===== src/rtl/id_ex_stage.sv =====
// ID/EX pipeline register: captures decode operands and control, detects
// load-use hazards (bubble + upstream hold), registers operand forwarding
// selects and keeps a saturating count of inserted bubbles.
module id_ex_stage #(
   parameter int unsigned DATA_W  = 32,
   parameter int unsigned REG_W   = 4,
   parameter logic [1:0]  MEM_SEL = 2'b01,
   parameter int unsigned CNT_W   = 16
) (
   input  logic              CLK,
   input  logic              RESET,
   input  logic              FLUSH,
   input  logic              STALL,
   input  logic              in_VALID,
   input  logic [REG_W-1:0]  in_RA,
   input  logic [REG_W-1:0]  in_RB,
   input  logic [REG_W-1:0]  in_WC,
   input  logic [DATA_W-1:0] in_PC,
   input  logic [DATA_W-1:0] in_PRA,
   input  logic [DATA_W-1:0] in_PRB,
   input  logic [DATA_W-1:0] in_se_out,
   input  logic              in_S_MXSE,
   input  logic [4:0]        in_OP_ALU,
   input  logic              in_W_DM,
   input  logic [1:0]        in_S_MXRB,
   input  logic              in_W_RB,
   input  logic [REG_W-1:0]  in_MEM_WC,
   input  logic              in_MEM_W_RB,
   output logic              out_VALID,
   output logic [REG_W-1:0]  out_RA,
   output logic [REG_W-1:0]  out_RB,
   output logic [REG_W-1:0]  out_WC,
   output logic [DATA_W-1:0] out_PC,
   output logic [DATA_W-1:0] out_PRA,
   output logic [DATA_W-1:0] out_PRB,
   output logic [DATA_W-1:0] out_se_out,
   output logic              out_S_MXSE,
   output logic [4:0]        out_OP_ALU,
   output logic              out_W_DM,
   output logic [1:0]        out_S_MXRB,
   output logic              out_W_RB,
   output logic [1:0]        out_FWD_A,
   output logic [1:0]        out_FWD_B,
   output logic              out_HOLD,
   output logic [CNT_W-1:0]  out_BUBBLES
);

   localparam logic [1:0] FWD_BANK = 2'b00;
   localparam logic [1:0] FWD_EX   = 2'b01;
   localparam logic [1:0] FWD_MEM  = 2'b10;

   typedef struct packed {
      logic              valid;
      logic [REG_W-1:0]  ra;
      logic [REG_W-1:0]  rb;
      logic [REG_W-1:0]  wc;
      logic [DATA_W-1:0] pc;
      logic [DATA_W-1:0] pra;
      logic [DATA_W-1:0] prb;
      logic [DATA_W-1:0] se_out;
      logic              s_mxse;
      logic [4:0]        op_alu;
      logic              w_dm;
      logic [1:0]        s_mxrb;
      logic              w_rb;
      logic [1:0]        fwd_a;
      logic [1:0]        fwd_b;
   } ex_t;

   ex_t              ex_q, ex_d;
   logic [CNT_W-1:0] bub_q, bub_d;
   logic             hazard;
   logic [1:0]       fwd_a, fwd_b;

   // Load-use hazard: a load in EX whose destination feeds the decoding instruction
   always_comb begin
      hazard = in_VALID & ex_q.valid & ex_q.w_rb & (ex_q.s_mxrb == MEM_SEL)
             & ((ex_q.wc == in_RA) | (ex_q.wc == in_RB));
   end

   // Forwarding selects from pre-edge state; the younger EX result beats MEM
   always_comb begin
      fwd_a = FWD_BANK;
      fwd_b = FWD_BANK;
      if (ex_q.valid && ex_q.w_rb && (ex_q.wc == in_RA))
         fwd_a = FWD_EX;
      else if (in_MEM_W_RB && (in_MEM_WC == in_RA))
         fwd_a = FWD_MEM;
      if (ex_q.valid && ex_q.w_rb && (ex_q.wc == in_RB))
         fwd_b = FWD_EX;
      else if (in_MEM_W_RB && (in_MEM_WC == in_RB))
         fwd_b = FWD_MEM;
   end

   // Upstream freeze; a flush releases it and reset forces it low
   always_comb begin
      out_HOLD = ~RESET & ~FLUSH & (STALL | hazard);
   end

   // Next-state selection: flush > stall > bubble > load
   always_comb begin
      ex_d  = ex_q;
      bub_d = bub_q;
      if (FLUSH) begin
         ex_d.valid = 1'b0;
         ex_d.w_rb  = 1'b0;
         ex_d.w_dm  = 1'b0;
      end else if (STALL) begin
         ex_d = ex_q;
      end else if (hazard) begin
         ex_d.valid = 1'b0;
         ex_d.w_rb  = 1'b0;
         ex_d.w_dm  = 1'b0;
         ex_d.fwd_a = FWD_BANK;
         ex_d.fwd_b = FWD_BANK;
         if (bub_q != {CNT_W{1'b1}})
            bub_d = bub_q + CNT_W'(1);
      end else begin
         ex_d.valid  = in_VALID;
         ex_d.ra     = in_RA;
         ex_d.rb     = in_RB;
         ex_d.wc     = in_WC;
         ex_d.pc     = in_PC;
         ex_d.pra    = in_PRA;
         ex_d.prb    = in_PRB;
         ex_d.se_out = in_se_out;
         ex_d.s_mxse = in_S_MXSE;
         ex_d.op_alu = in_OP_ALU;
         ex_d.w_dm   = in_W_DM & in_VALID;
         ex_d.s_mxrb = in_S_MXRB;
         ex_d.w_rb   = in_W_RB & in_VALID;
         ex_d.fwd_a  = fwd_a;
         ex_d.fwd_b  = fwd_b;
      end
   end

   // Pipeline register and bubble counter
   always_ff @(posedge CLK) begin
      if (RESET) begin
         ex_q  <= '0;
         bub_q <= '0;
      end else begin
         ex_q  <= ex_d;
         bub_q <= bub_d;
      end
   end

   // Output mapping
   always_comb begin
      out_VALID   = ex_q.valid;
      out_RA      = ex_q.ra;
      out_RB      = ex_q.rb;
      out_WC      = ex_q.wc;
      out_PC      = ex_q.pc;
      out_PRA     = ex_q.pra;
      out_PRB     = ex_q.prb;
      out_se_out  = ex_q.se_out;
      out_S_MXSE  = ex_q.s_mxse;
      out_OP_ALU  = ex_q.op_alu;
      out_W_DM    = ex_q.w_dm;
      out_S_MXRB  = ex_q.s_mxrb;
      out_W_RB    = ex_q.w_rb;
      out_FWD_A   = ex_q.fwd_a;
      out_FWD_B   = ex_q.fwd_b;
      out_BUBBLES = bub_q;
   end

endmodule


===== config.mk =====
export PLATFORM = sky130hd
export DESIGN_NAME = id_ex_stage
export DESIGN_NICKNAME = d
export VERILOG_FILES = /design/src/rtl/id_ex_stage.sv
export SDC_FILE = /design/constraint.sdc
export NUM_CORES = 1
export LEC_CHECK = 0
export BUFFER_PORTS_ARGS = -buffer_cell sky130_fd_sc_hd__buf_2
export CAP_MARGIN = 20
export CORE_MARGIN = 5
export CORE_UTILIZATION = 35
export DETAILED_ROUTE_END_ITERATION = 8
export GPL_TIMING_DRIVEN = 0
export PLACE_DENSITY_LB_ADDON = 0.3
export RECOVER_POWER = 25
export SLEW_MARGIN = 20
export SYNTH_ARGS = -nofsm -noshare
export SYNTH_HDL_FRONTEND = slang
export SYNTH_SLANG_ARGS = --single-unit

===== constraint.sdc =====
create_clock -name CLK -period 2.75 [get_ports CLK]
set_clock_uncertainty 0.15 [all_clocks]
set_input_delay 0.55 -clock CLK [delete_from_list [all_inputs] [get_ports CLK]]
set_output_delay 0.55 -clock CLK [all_outputs]
set_load 0.01 [all_outputs]

# --- Word-level counts from Yosys, hierarchy flattened ---
# Index checks and enable logic that the tools add are counted.
totals:
  mem_bits_rw: 0
  mem_bits_ro: 0
  elab_cells: 53
  out_inout_bits: 172
  regBits: 171
  latchBits: 0
  n_memories: 0
classes:
  shifts: 0
  addsub: 1
  n_lt_le_gt_ge: 0
  muxes: 7
  eq_ne: 6
  mul: 0
  div: 0
  reduce_logical: 9
  n_bitwise: 14
op_table:
  columns: ["op", "count"]
  rows:
  - ["$add A16 B1 Y16 const B", 1]
  - ["$eq A4 B4 Y1", 4]
  - ["$ne A16 B16 Y1 const B", 1]
  - ["$and A1 B1 Y1", 8]
  - ["$mux W2", 4]
  - ["$logic_and A1 B1 Y1", 5]
  - ["$mux W5", 1]
  - ["$not A1 Y1", 4]
  - ["$reduce_and A4 Y1", 1]
  - ["$reduce_and A3 Y1", 1]
  - ["$eq A2 B1 Y1 const B", 1]
  - ["$mux W1", 2]
  - ["$or A1 B1 Y1", 2]
  - ["$reduce_and A2 Y1", 1]
  - ["$reduce_or A2 Y1", 1]

# --- Logic depth before layout (Yosys ltp) ---
# Gate-level depths: netlist of run 1.
depth:
  depth_word: 6
  mapped_depth: 9
  ltp_nobuf: 6

# --- Least setup slack after synthesis of run 1 ---
# OpenSTA, ideal clock, no wires.
synth_timing:
  path_type: "in2out"
  start: "in in_RB[3]"
  end: "out out_HOLD"
  t_arrival_ps: 2136
  path_slack_ps: -86
  n_path_buf: 2
  path_stages: 7
  cell_sequence: "xnor2_1 -> nand4_1 -> a2111oi_2 -> clkbuf_1 -> clkbuf_1 -> nor2_1 -> nor3_1"
synth_via:
  elab_chain_cells: 5
synth_lines:
  columns: ["item", "line", "text"]
  rows:
  - ["from (decl)", "16", "input logic [REG_W-1:0] in_RB,"]
  - ["$eq A4 B4 Y1", "78", "& ((ex_q.wc == in_RA) | (ex_q.wc == in_RB));"]
  - ["$or A1 B1 Y1", "78", null]
  - ["$and A1 B1 Y1", "78", null]
  - ["$or A1 B1 Y1", "97", "out_HOLD = ~RESET & ~FLUSH & (STALL | hazard);"]
  - ["$and A1 B1 Y1", "97", null]
  - ["to (decl)", "44", "output logic out_HOLD,"]
# Every way passes these cells.

# --- Worst setup path in the final report of run 1 ---
layout_timing:
  start: "reg ex_q, in the netlist out_WC[1]"
  end: "out out_HOLD"
layout_via:
  elab_chain_cells: 5
layout_lines:
  columns: ["item", "line", "text"]
  rows:
  - ["from (decl)", "70", "ex_t ex_q, ex_d;"]
  - ["from (signal assigned)", "140", "ex_q <= '0;"]
  - ["from (signal assigned)", "143", "ex_q <= ex_d;"]
  - ["$eq A4 B4 Y1", "78", null]
  - ["$or A1 B1 Y1 *", "78", null]
  - ["$and A1 B1 Y1 *", "78", null]
  - ["$or A1 B1 Y1 *", "97", null]
  - ["$and A1 B1 Y1 *", "97", null]
# Mark *: on every way between the ends. The rest lies on a longest branch, timed or not.

==> flow_metrics.tcl, run 1 <==
set metrics [dict create \
    outcome "finished with violations" \
    violations "setup timing" \
    dominantRegCellSynth "dfxtp_1" \
    ir_worst_vdd_uv 394.8 \
    nets 1346 \
    ys_seq_elements 171 \
    timing.final.hold_violations 0 \
    hold_path.class "input port to flop" \
    holdWs_ps 227.2 \
    final_period_minus_worst_setup_slack_ps 2799 \
    post-layout-total-power_uw 5611 \
    buffer_type_at_the_clock_tree_root "clkbuf_16" \
    route.detailed.drc 0 \
    footprint_of_the_multi_input_gates_um2 3144 \
    postSynthAreaPerCell_um2 8.194 \
    globalRouteOverflowTotal 0 \
    clockBufferDepth 2 \
    fp.dieW_um 149.6 \
    yosys.area.top_type_share_pct 50.21 \
    globalRouteMet2Util_pct 35.09 \
    tritoncts_num_sinks 171 \
    max_slew_margin_pct 43.87 \
    worst-endpoint-arrival_ps 2100 \
    crit_end_element "primary output" \
    hold_path.startpoint "in_PRA[6]" \
    crit_family "compound AO/OA/AOI/OAI gates" \
    finish.utilization_pct 49.17 \
    fmax_mhz 357.3 \
    place.detailed.hpwl_mm 18.67 \
    synthesis.nets 993 \
    regArea_um2 3436 \
    vias 7559 \
    slew_viol_final 0 \
    maximum_number_of_pins_on_one_net_before_global_route_repair 19 \
    gp_routability_congestion 0.8185 \
    slowest_delay_ps 450 \
    postSynthCellCount 832 \
    cts_buf_count 17 \
    slowest_stage "a2111oi_4" \
    syn_area_um2 6818 \
    core_area_um2 19330 \
    synth_edf_count 0 \
    ys_types 30 \
    met1_usage_pct 27.44 \
    synth_top_area_cell "dfxtp_1" \
    die-height_um 149.6 \
    floorplan.initialDensity_pct 35.26 \
    final_period_util_pct 101.8 \
    final_common_cell "buf_2" \
    grt_util_met3_pct 6.390 \
    cp_data_required_time_ps 2050 \
    grt_pass1_vias 7252 \
    1st_iter_drt_viols 349 \
    asyncSetResetFlopFracSynth_pct 0 \
    grt_pass1_wl_mm 38.62 \
    grt_setup_unrepaired "true" \
    worstPathCellList "xnor2_2 > nand4_1 > a2111oi_4 > clkbuf_8 > nor2_2 > nor3_2 > buf_2" \
    diodes 0 \
    route.detailed.wl_per_inst_um 17.30 \
    layout_common_cells "buf_2, dfxtp_1, a21oi_1" \
    setup-violations-final 1 \
    top_usage_layer "met2" \
    io_buffer_count 330 \
    r2r_start "out_WC[1]" \
    max_cap_viol_count 0 \
    static-leakage-power_uw 0.003790 \
    worst_skew_pair.late_latency_ps 420 \
    number_of_antenna_violations_at_the_first_check_in_global_routing 0 \
    worst_pin_slew_ps 842.0 \
    synth.yosys.seq_area_share_pct 50.21 \
    critical_path_buf_inv_count 2 \
    post_cts_hold_buffer_count 0 \
    clock_edge_transition_at_the_registers_on_the_reported_setup_and_hold_paths_ps 70 \
    number_of_standard_cell_rows_in_the_floorplan 51 \
    synth_warnings 0 \
    dieArea_um2 22370 \
    cts_tree "done" \
    setup_slack_ps -48.62 \
    worst_setup_path_startpoint "out_WC[1]" \
    critical_path.max_fanout 4 \
    pre_cts_ws_ps -705.6 \
    synth_area_leaders "dfxtp_1, a21oi_1, nand3_1, o21ai_0, clkbuf_1" \
    drt_first_pass_iters 5 \
    wl_mm 25.29 \
    ios 332 \
    fraction_of_final_layout_cells_with_drive_strength_greater_than_1_pct 28.49 \
    htreeDepth 4 \
    worstSetupPathType "flop to primary output" \
    crit_path_start_kind "flop" \
    grtUsageTotal_pct 21.52 \
    vias_per_cell 5.170 \
    flow.area_growth_from_synthesis_pct 39.44 \
    drt.antenna.violating_nets 0 \
    n_fill_cell 1982 \
    power_density_nw_per_um2 590.2 \
]
[Yosys cell counts, types with 6 or more instances]
cell type	n
o21ai_0	151
nand4_1	7
xor2_1	8
nor4_1	6
buf_1	16
clkbuf_1	69
dfxtp_1	171
or4_1	10
a21oi_1	160
nor3_1	6
xnor2_1	8
nand2_1	8
o31ai_1	11
nand3_1	154
nor2_1	12
[registers in the layout, indices dropped and copies added (netlist names)]
| signal | cells |
|---|---|
| out_FWD_B | 2 |
| out_WC | 4 |
| out_BUBBLES | 16 |
| out_W_RB | 1 |
| out_PC | 32 |
| out_OP_ALU | 5 |
| out_PRB | 32 |
| out_RB | 4 |
| out_FWD_A | 2 |
| out_S_MXSE | 1 |
| out_RA | 4 |
| out_S_MXRB | 2 |
| out_se_out | 32 |
| out_W_DM | 1 |
| out_PRA | 32 |
| out_VALID | 1 |
[cell type report]
| class | instances | area share [%] |
|---|---|---|
| Clock inverter | 12 | 1.487 |
| Tap cell | 265 | 3.488 |
| Inverter | 5 | 0.1974 |
| Sequential cell | 171 | 36.14 |
| Multi-Input combinational cell | 565 | 33.07 |
| Timing Repair Buffer | 335 | 16.79 |
| Buffer | 90 | 4.264 |
| Clock buffer | 19 | 4.554 |
[power by group]
part           internal [uW]  switching [uW]  total, uW
combinational            244             351        595
clock                   1350            1040       2390
sequential              2580            48.4       2620
total                   4170            1440       5610
[worst paths after layout]
path	end	slack [ps]	depth (start not counted)
max reg2reg	out_BUBBLES[6]	140	9
min reg2reg	out_se_out[4]	320	2
min	out_PRA[6]	230	3
max	out_HOLD	-50	7
[cells by family after synthesis]
kind of cell    after synthesis  share of synthesized area, %
flops                       171                         50.21
compound gates              331                         25.27
xor+xnor                     16                         2.056
buf+inv                      96                         5.487
simple gates                213                         16.13
mux                           4                        0.6606
fa+ha+maj                     1                        0.1835
[stage by stage]
| stage | TNS (ps) | instance area, um^2 | cells |
|---|---|---|---|
| after global routing | -485.2 | 9507 | 1462 |
| final | -48.62 | 9507 | 1462 |
| after floorplan | 0 | 6824 | 832 |
| after global placement | -45520 | 8807 | 1427 |
| after CTS | -79.28 | 9462 | 1461 |
| after detailed placement | -41140 | 8807 | 1427 |
[worst register-to-register path, delay by kind of cell (launching register included)]
kind / cells / cell delay [ps]
DFF: 1 / 370
buffers and inverters: 4 / 620
xor gates and xnor gates: 1 / 150
AOI/OAI and AO/OA: 1 / 410
muxes: 1 / 360
and+or+nand+nor: 2 / 450
[what timing repair did]
| action | CTS | global route |
|---|---|---|
| endpoints found under the setup margin | 112 | 162 |
| pin swaps | 5 | 3 |
| setup buffers | 4 | 1 |
| gates resized for setup | 14 | 69 |
[per-layer routing]
metal	vias to the layer above	wire length [um]
li1	3724	-
met1	3532	10720
met2	267	11910
met3	36	2026
met4	0	630
met5	-	0
Note: power is estimated with default switching activity, not from simulation.
==> inputs of run 2 (changes only) <==
Settings changed: ABC_AREA set to 1.
==> run 2 against run 1 <==
  * The flow now finishes without violations
  * Critical path depth increased by 2
  * Clock-buffer cell count is 2 lower
  * Fmax increased by 12%
  * Wire length fell by 3.2%
  * Final area decreased by 1.3%
  * Die area up 1.1%
  * Power rose by 1.4%
  * Largest cell class unchanged
  * Largest power group unchanged
==> flow_metrics.tcl, run 2 <==
set metrics [dict create \
    outcome "complete, no violations" \
    worst_setup_slack_for_register_to_register_paths_ps 490 \
    layout_common_cells "buf_2, nand2_1, nand3_1" \
    static-leakage-power_uw 0.003999 \
    crit_family "simple AND/OR/NAND/NOR gates" \
    finalNonFillerCells 1532 \
    flow.area_growth_from_synthesis_pct 36.10 \
    io_buffer_count 330 \
    reg2reg_to "out_se_out[1]" \
    vias 7443 \
    synth_common_cells "nand2_1, nand3_1, dfxtp_1, a21oi_1, inv_1" \
    placedInstanceArea_um2 8881 \
    final_common_cell "buf_2" \
    htreeDepth 4 \
    final.setup.tns_ps 0 \
    worst_setup_path_endpoint "out_HOLD" \
    drt.antenna.violating_nets 0 \
    sw_frac_of_total_pct 27.26 \
    synth_warnings 0 \
    clock_edge_transition_at_the_registers_on_the_reported_setup_and_hold_paths_ps 70 \
    worst_pin_slew_ps 724.1 \
    ys_types 25 \
    clock_power_share_pct 43.0 \
    crit_path_start_kind "flop" \
    power_frac_seq_pct 46.2 \
    number_of_standard_cell_rows_in_the_floorplan 51 \
    synth.yosys.seq_area_share_pct 49.63 \
    place.detailed.hpwl_mm 18.80 \
    floorplan.initialDensity_pct 35.44 \
    drt_first_pass_iters 4 \
    gp_routability_congestion 0.8018 \
    combinationalPowerShare_pct 10.8 \
    buffer_type_at_the_clock_tree_root "clkbuf_16" \
    worst-endpoint-arrival_ps 1800 \
    fp.dieW_um 150.4 \
    route.detailed.drc 0 \
    grt_setup_unrepaired "false" \
    grt_pass1_vias 7026 \
    tritoncts_num_sinks 171 \
    setup_slack_ps 245.0 \
    pre_cts_ws_ps -267.8 \
    final_cell_area_um2 9388 \
    final_period_util_pct 91.09 \
    timing.critical_path.mode_cell "nand2_1" \
    slowest_stage "dfxtp_2" \
    cts_tree "done" \
    timing.final.hold_violations 0 \
    timing.critical_path.depth 9 \
    hold_path.class "input port to flop" \
    synth_edf_count 0 \
    worstPathCellList "inv_1 > nand2_1 > nand2_1 > nor2_1 > nand2_1 > nand2_1 > nand2_4 > a21oi_1 > buf_2" \
    max_cap_viol_count 0 \
    footprint_of_the_multi_input_gates_um2 2989 \
    dominantRegCellSynth "dfxtp_1" \
    cts_buf_count 17 \
    diodes 0 \
    critical_path.max_fanout 13 \
    die-height_um 150.4 \
    grtUsageTotal_pct 20.79 \
    synth_top_area_cell "dfxtp_1" \
    setup-violations-final 0 \
    vias_per_cell 4.858 \
    synth.most_common_cell "nand2_1" \
    syn_area_um2 6898 \
    place.detailed.instances 1501 \
    cp_data_required_time_ps 2050 \
    ys_seq_elements 171 \
    grt_pass1_wl_mm 37.31 \
    regArea_um2 3428 \
    holdWs_ps 192.1 \
    core_area_um2 19460 \
    synthesis.nets 1067 \
    switching_power_uw 1552 \
    maximum_number_of_pins_on_one_net_before_global_route_repair 19 \
    crit_end_element "primary output" \
    synth_area_leaders "dfxtp_1, nand3_1, a21oi_1, nand2_1, buf_6" \
    clockBufferDepth 2 \
    dieArea_um2 22620 \
    1st_iter_drt_viols 270 \
    max_slew_margin_pct 51.73 \
    worst_setup_path_startpoint "out_WC[2]" \
    r2r_start "out_WC[2]" \
    globalRouteOverflowTotal 0 \
    route.detailed.wl_per_inst_um 15.97 \
    critical_path_buf_inv_count 2 \
    slowest_delay_ps 380 \
    worst-r2r-cell-count 11 \
    postSynthCellCount 906 \
    number_of_antenna_violations_at_the_first_check_in_global_routing 3 \
    final_period_minus_worst_setup_slack_ps 2505 \
    wl_mm 24.47 \
    postSynthAreaPerCell_um2 7.614 \
    ir_worst_vdd_uv 437.4 \
    fraction_of_final_layout_cells_with_drive_strength_greater_than_1_pct 25.81 \
    ios 332 \
    n_fill_cell 2005 \
    worst_skew_pair.late_latency_ps 420 \
    worstSetupPathType "flop to primary output" \
    fmax_mhz 399.2 \
    nets 1415 \
    power_density_nw_per_um2 606.3 \
    p_int_uw 4140 \
    slew_viol_final 0 \
    yosys.area.top_type_share_pct 49.63 \
    asyncSetResetFlopFracSynth_pct 0 \
]
run 2: cell count changes after synthesis, moves of 11 or more:
cell	before	now
inv_1	5	27
o21ai_0	151	5
buf_6	1	12
nor2_1	12	26
o31ai_1	11	0
clkbuf_1	69	23
nand3_1	154	176
buf_2	5	22
nand2_1	8	225
run 2: worst min path at each step:
stage | end | slack, ps | cells after the start | startpoint
6_report | out_S_MXRB[0] | 190 | 3 | in_S_MXRB[0]
5_1_grt | out_PC[4] | 220 | 3 | in_PC[4]
4_1_cts | out_S_MXRB[0] | 170 | 3 | in_S_MXRB[0]
3_5_place_dp | out_PRA[29] | 300 | 2 | out_PRA[29]
3_3_place_gp | out_PRB[30] | 290 | 2 | out_PRB[30]
2_1_floorplan | out_PC[0] | 330 | 2 | out_PC[0]
run 2: through the flow:
| step | util, % | total power, uW |
|---|---|---|
| after CTS | 48.72 | 5776 |
| after floorplan | - | 2999 |
| final | 48.24 | 5691 |
| after global placement | 45.63 | 3314 |
| after detailed placement | 45.63 | 3321 |
| after global routing | 48.24 | 5933 |
run 2: worst min-delay path, cell delays in order:
cell	delay, ps
buf_2	70
o21ai_0	70
inv_1	50
run 2: logic make-up (layout without fill, tap and decap cells):
group / Yosys count / count (layout) / share of synthesized area [%]
xor gates and xnor gates: 15 / 15 / 1.905
DFF: 171 / 171 / 49.63
adders and majority gates: 1 / 1 / 0.1814
AOI/OAI and AO/OA: 176 / 176 / 12.82
and+or+nand+nor: 445 / 445 / 28.31
buffers and inverters: 98 / 459 / 7.147
run 2: power groups by stage:
stage / Sequential, uW / Combinational [uW] / Clock [uW]
3_3_place_gp: 2680 / 632 / 0
3_5_place_dp: 2680 / 636 / 0
6_report: 2630 / 616 / 2440
2_1_floorplan: 2730 / 269 / 0
5_1_grt: 2640 / 687 / 2600
4_1_cts: 2630 / 638 / 2510
run 2: final cells by class:
type / instances / share of cell area (%)
timing repair buffer: 330 / 16.50
multi-input combinational: 637 / 31.84
inverter: 27 / 1.080
tap: 265 / 3.532
clock buffer: 17 / 4.532
sequential: 171 / 36.52
buffer: 70 / 4.118
clock inverter: 15 / 1.879
run 2: routing by layer:
metal	vias to the layer above	GRT usage [%]	wire, um	share of wire [%]
li1	3742	-	-	-
met1	3394	24.94	9971	41
met2	272	35.08	11690	48
met3	29	7.164	2331	9.5
met4	6	6.404	432	1.8
met5	-	0	39	0.16
run 2: repair_timing:
action | CTS | global route
gates resized for setup | 0 | 6
hold buffers | 0 | 0
buffers inserted | 0 | 0
endpoints found under the setup margin | 0 | 1
==> inputs of run 3 (changes only) <==
Settings changed: REMOVE_ABC_BUFFERS set to 1.
==> run 3 against run 2 <==
  * Sequential power barely moved
  * Via count down 2.7%
  * Sequential cell count is the same
  * Global-route usage is 1.3 points lower
  * Fmax fell by 2.8%
  * Sequential share of layout area grew 0.15 points
  * Hold slack better by 29 ps
  * Critical path depth decreased by 2
  * Final cell count down 3.5%
  * Power down 0.22%
  * Critical endpoint unchanged
==> flow_metrics.tcl, run 3 (synthesis gave the netlist of run 2 again) <==
set metrics [dict create \
    outcome "complete, no violations" \
    cts_buf_count 17 \
    final_period_minus_worst_setup_slack_ps 2576 \
    diodes 0 \
    r2r_start "out_VALID" \
    regArea_um2 3426 \
    slowest_stage "dfxtp_1" \
    htreeDepth 4 \
    layout_common_cells "buf_2, nand2_1, nand3_1" \
    flow.area_growth_from_synthesis_pct 35.43 \
    vias 7243 \
    floorplan.initialDensity_pct 35.44 \
    hold_path.class "input port to flop" \
    slowest_delay_ps 370 \
    clockBufferDepth 2 \
    fmax_mhz 388.1 \
    static-leakage-power_uw 0.003969 \
    dieArea_um2 22620 \
    grt_pass1_vias 6888 \
    globalRouteOverflowTotal 0 \
    fp.dieW_um 150.4 \
    number_of_standard_cell_rows_in_the_floorplan 51 \
    worst_skew_pair.late_latency_ps 410 \
    final_common_cell "buf_2" \
    finalNonFillerCells 1478 \
    die-height_um 150.4 \
    nets 1361 \
    footprint_of_the_multi_input_gates_um2 3048 \
    worstSetupPathType "flop to primary output" \
    place.detailed.hpwl_mm 15.18 \
    route.detailed.wl_per_inst_um 15.78 \
    crit_path_start_kind "flop" \
    maximum_number_of_pins_on_one_net_before_global_route_repair 117 \
    clock_edge_transition_at_the_registers_on_the_reported_setup_and_hold_paths_ps 70 \
    1st_iter_drt_viols 305 \
    cts_tree "done" \
    max_slew_margin_pct 56.67 \
    fraction_of_final_layout_cells_with_drive_strength_greater_than_1_pct 25.06 \
    hold_path.startpoint "in_S_MXRB[0]" \
    grt_pass1_wl_mm 35.61 \
    core_area_um2 19460 \
    power_density_nw_per_um2 607.9 \
    slew_viol_final 0 \
    worst_setup_path_startpoint "out_VALID" \
    ir_worst_vdd_uv 386.8 \
    post_cts_hold_buffer_count 0 \
    placedInstanceArea_um2 8725 \
    io_buffer_count 331 \
    ios 332 \
    place.detailed.instances 1439 \
    wl_mm 23.33 \
    worstPathCellList "nand2_1 > inv_1 > nand3_1 > clkinvlp_4 > nand2_8 > a21oi_1 > buf_2" \
    final.setup.tns_ps 0 \
    final_period_util_pct 93.69 \
    buffer_type_at_the_clock_tree_root "clkbuf_16" \
    route.detailed.drc 0 \
    final_cell_area_um2 9341 \
    number_of_antenna_violations_at_the_first_check_in_global_routing 0 \
    crit_end_element "primary output" \
    critical_path.max_fanout 15 \
    finish.utilization_pct 48.00 \
    drt_first_pass_iters 5 \
    timing.final.hold_violations 0 \
    tritoncts_num_sinks 171 \
    gp_routability_congestion 0.8017 \
    vias_per_cell 4.901 \
    worst-endpoint-arrival_ps 1880 \
    n_fill_cell 2003 \
    cp_data_required_time_ps 2050 \
    max_cap_viol_count 0 \
    grtUsageTotal_pct 19.54 \
    worst_pin_slew_ps 649.9 \
    drt.antenna.violating_nets 0 \
    setup-violations-final 0 \
    grt_setup_unrepaired "false" \
]
[run 3: metrics by stage]
step	hold WS [ps]	total power [uW]	setup slack, ps
floorplan	329.5	2939	-1289
global route	221.8	5949	15.29
detailed placement	299.1	3297	-347.9
global placement	294.8	3264	-3358
CTS	196.9	5764	42.13
finish	220.7	5679	173.5
[run 3: layout make-up]
cell class,instances,area share (%)
clock buffers,18,4.701
clock inverters,14,1.647
inverters,27,1.125
multi-input cells,640,32.63
flip-flops and latches,171,36.67
well taps,265,3.549
repair buffers,343,19.68
[run 3: power breakdown]
| part | internal, uW | switching (uW) | total [uW] |
|---|---|---|---|
| Combinational | 263 | 354 | 616 |
| Sequential | 2580 | 50.2 | 2630 |
| Clock | 1320 | 1120 | 2440 |
| Total | 4160 | 1520 | 5680 |
[run 3: repair_timing]
| item | CTS | global route |
|---|---|---|
| endpoints found under the setup margin | 104 | 67 |
| pin swaps | 2 | 1 |
| gates cloned | 4 | 1 |
| setup buffers | 0 | 2 |
| gates resized for setup | 1 | 4 |
| endpoints found under the hold margin | 0 | 0 |
[run 3: critical path: cells and delay by family, from the launching register on]
kind | cells | cell delay, ps
AOI/OAI and AO/OA | 1 | 160
and+or+nand+nor | 3 | 410
DFF | 1 | 370
buffers and inverters | 3 | 520
[run 3: per-layer routing]
metal | vias up | wire (um) | track usage [%]
met3 | 36 | 2174 | 8.037
met5 | - | 0 | 0
met1 | 3341 | 9268 | 22.56
met4 | 0 | 543 | 6.038
met2 | 251 | 11340 | 33.03
li1 | 3615 | - | -
[run 3: final timing paths]
kind	to	depth (start not counted)	slack [ps]
worst min register to register	out_se_out[29]	2	310
worst max register to register	out_PC[14]	10	200
worst min-delay path	out_S_MXRB[0]	3	220
worst max-delay path	out_HOLD	7	170
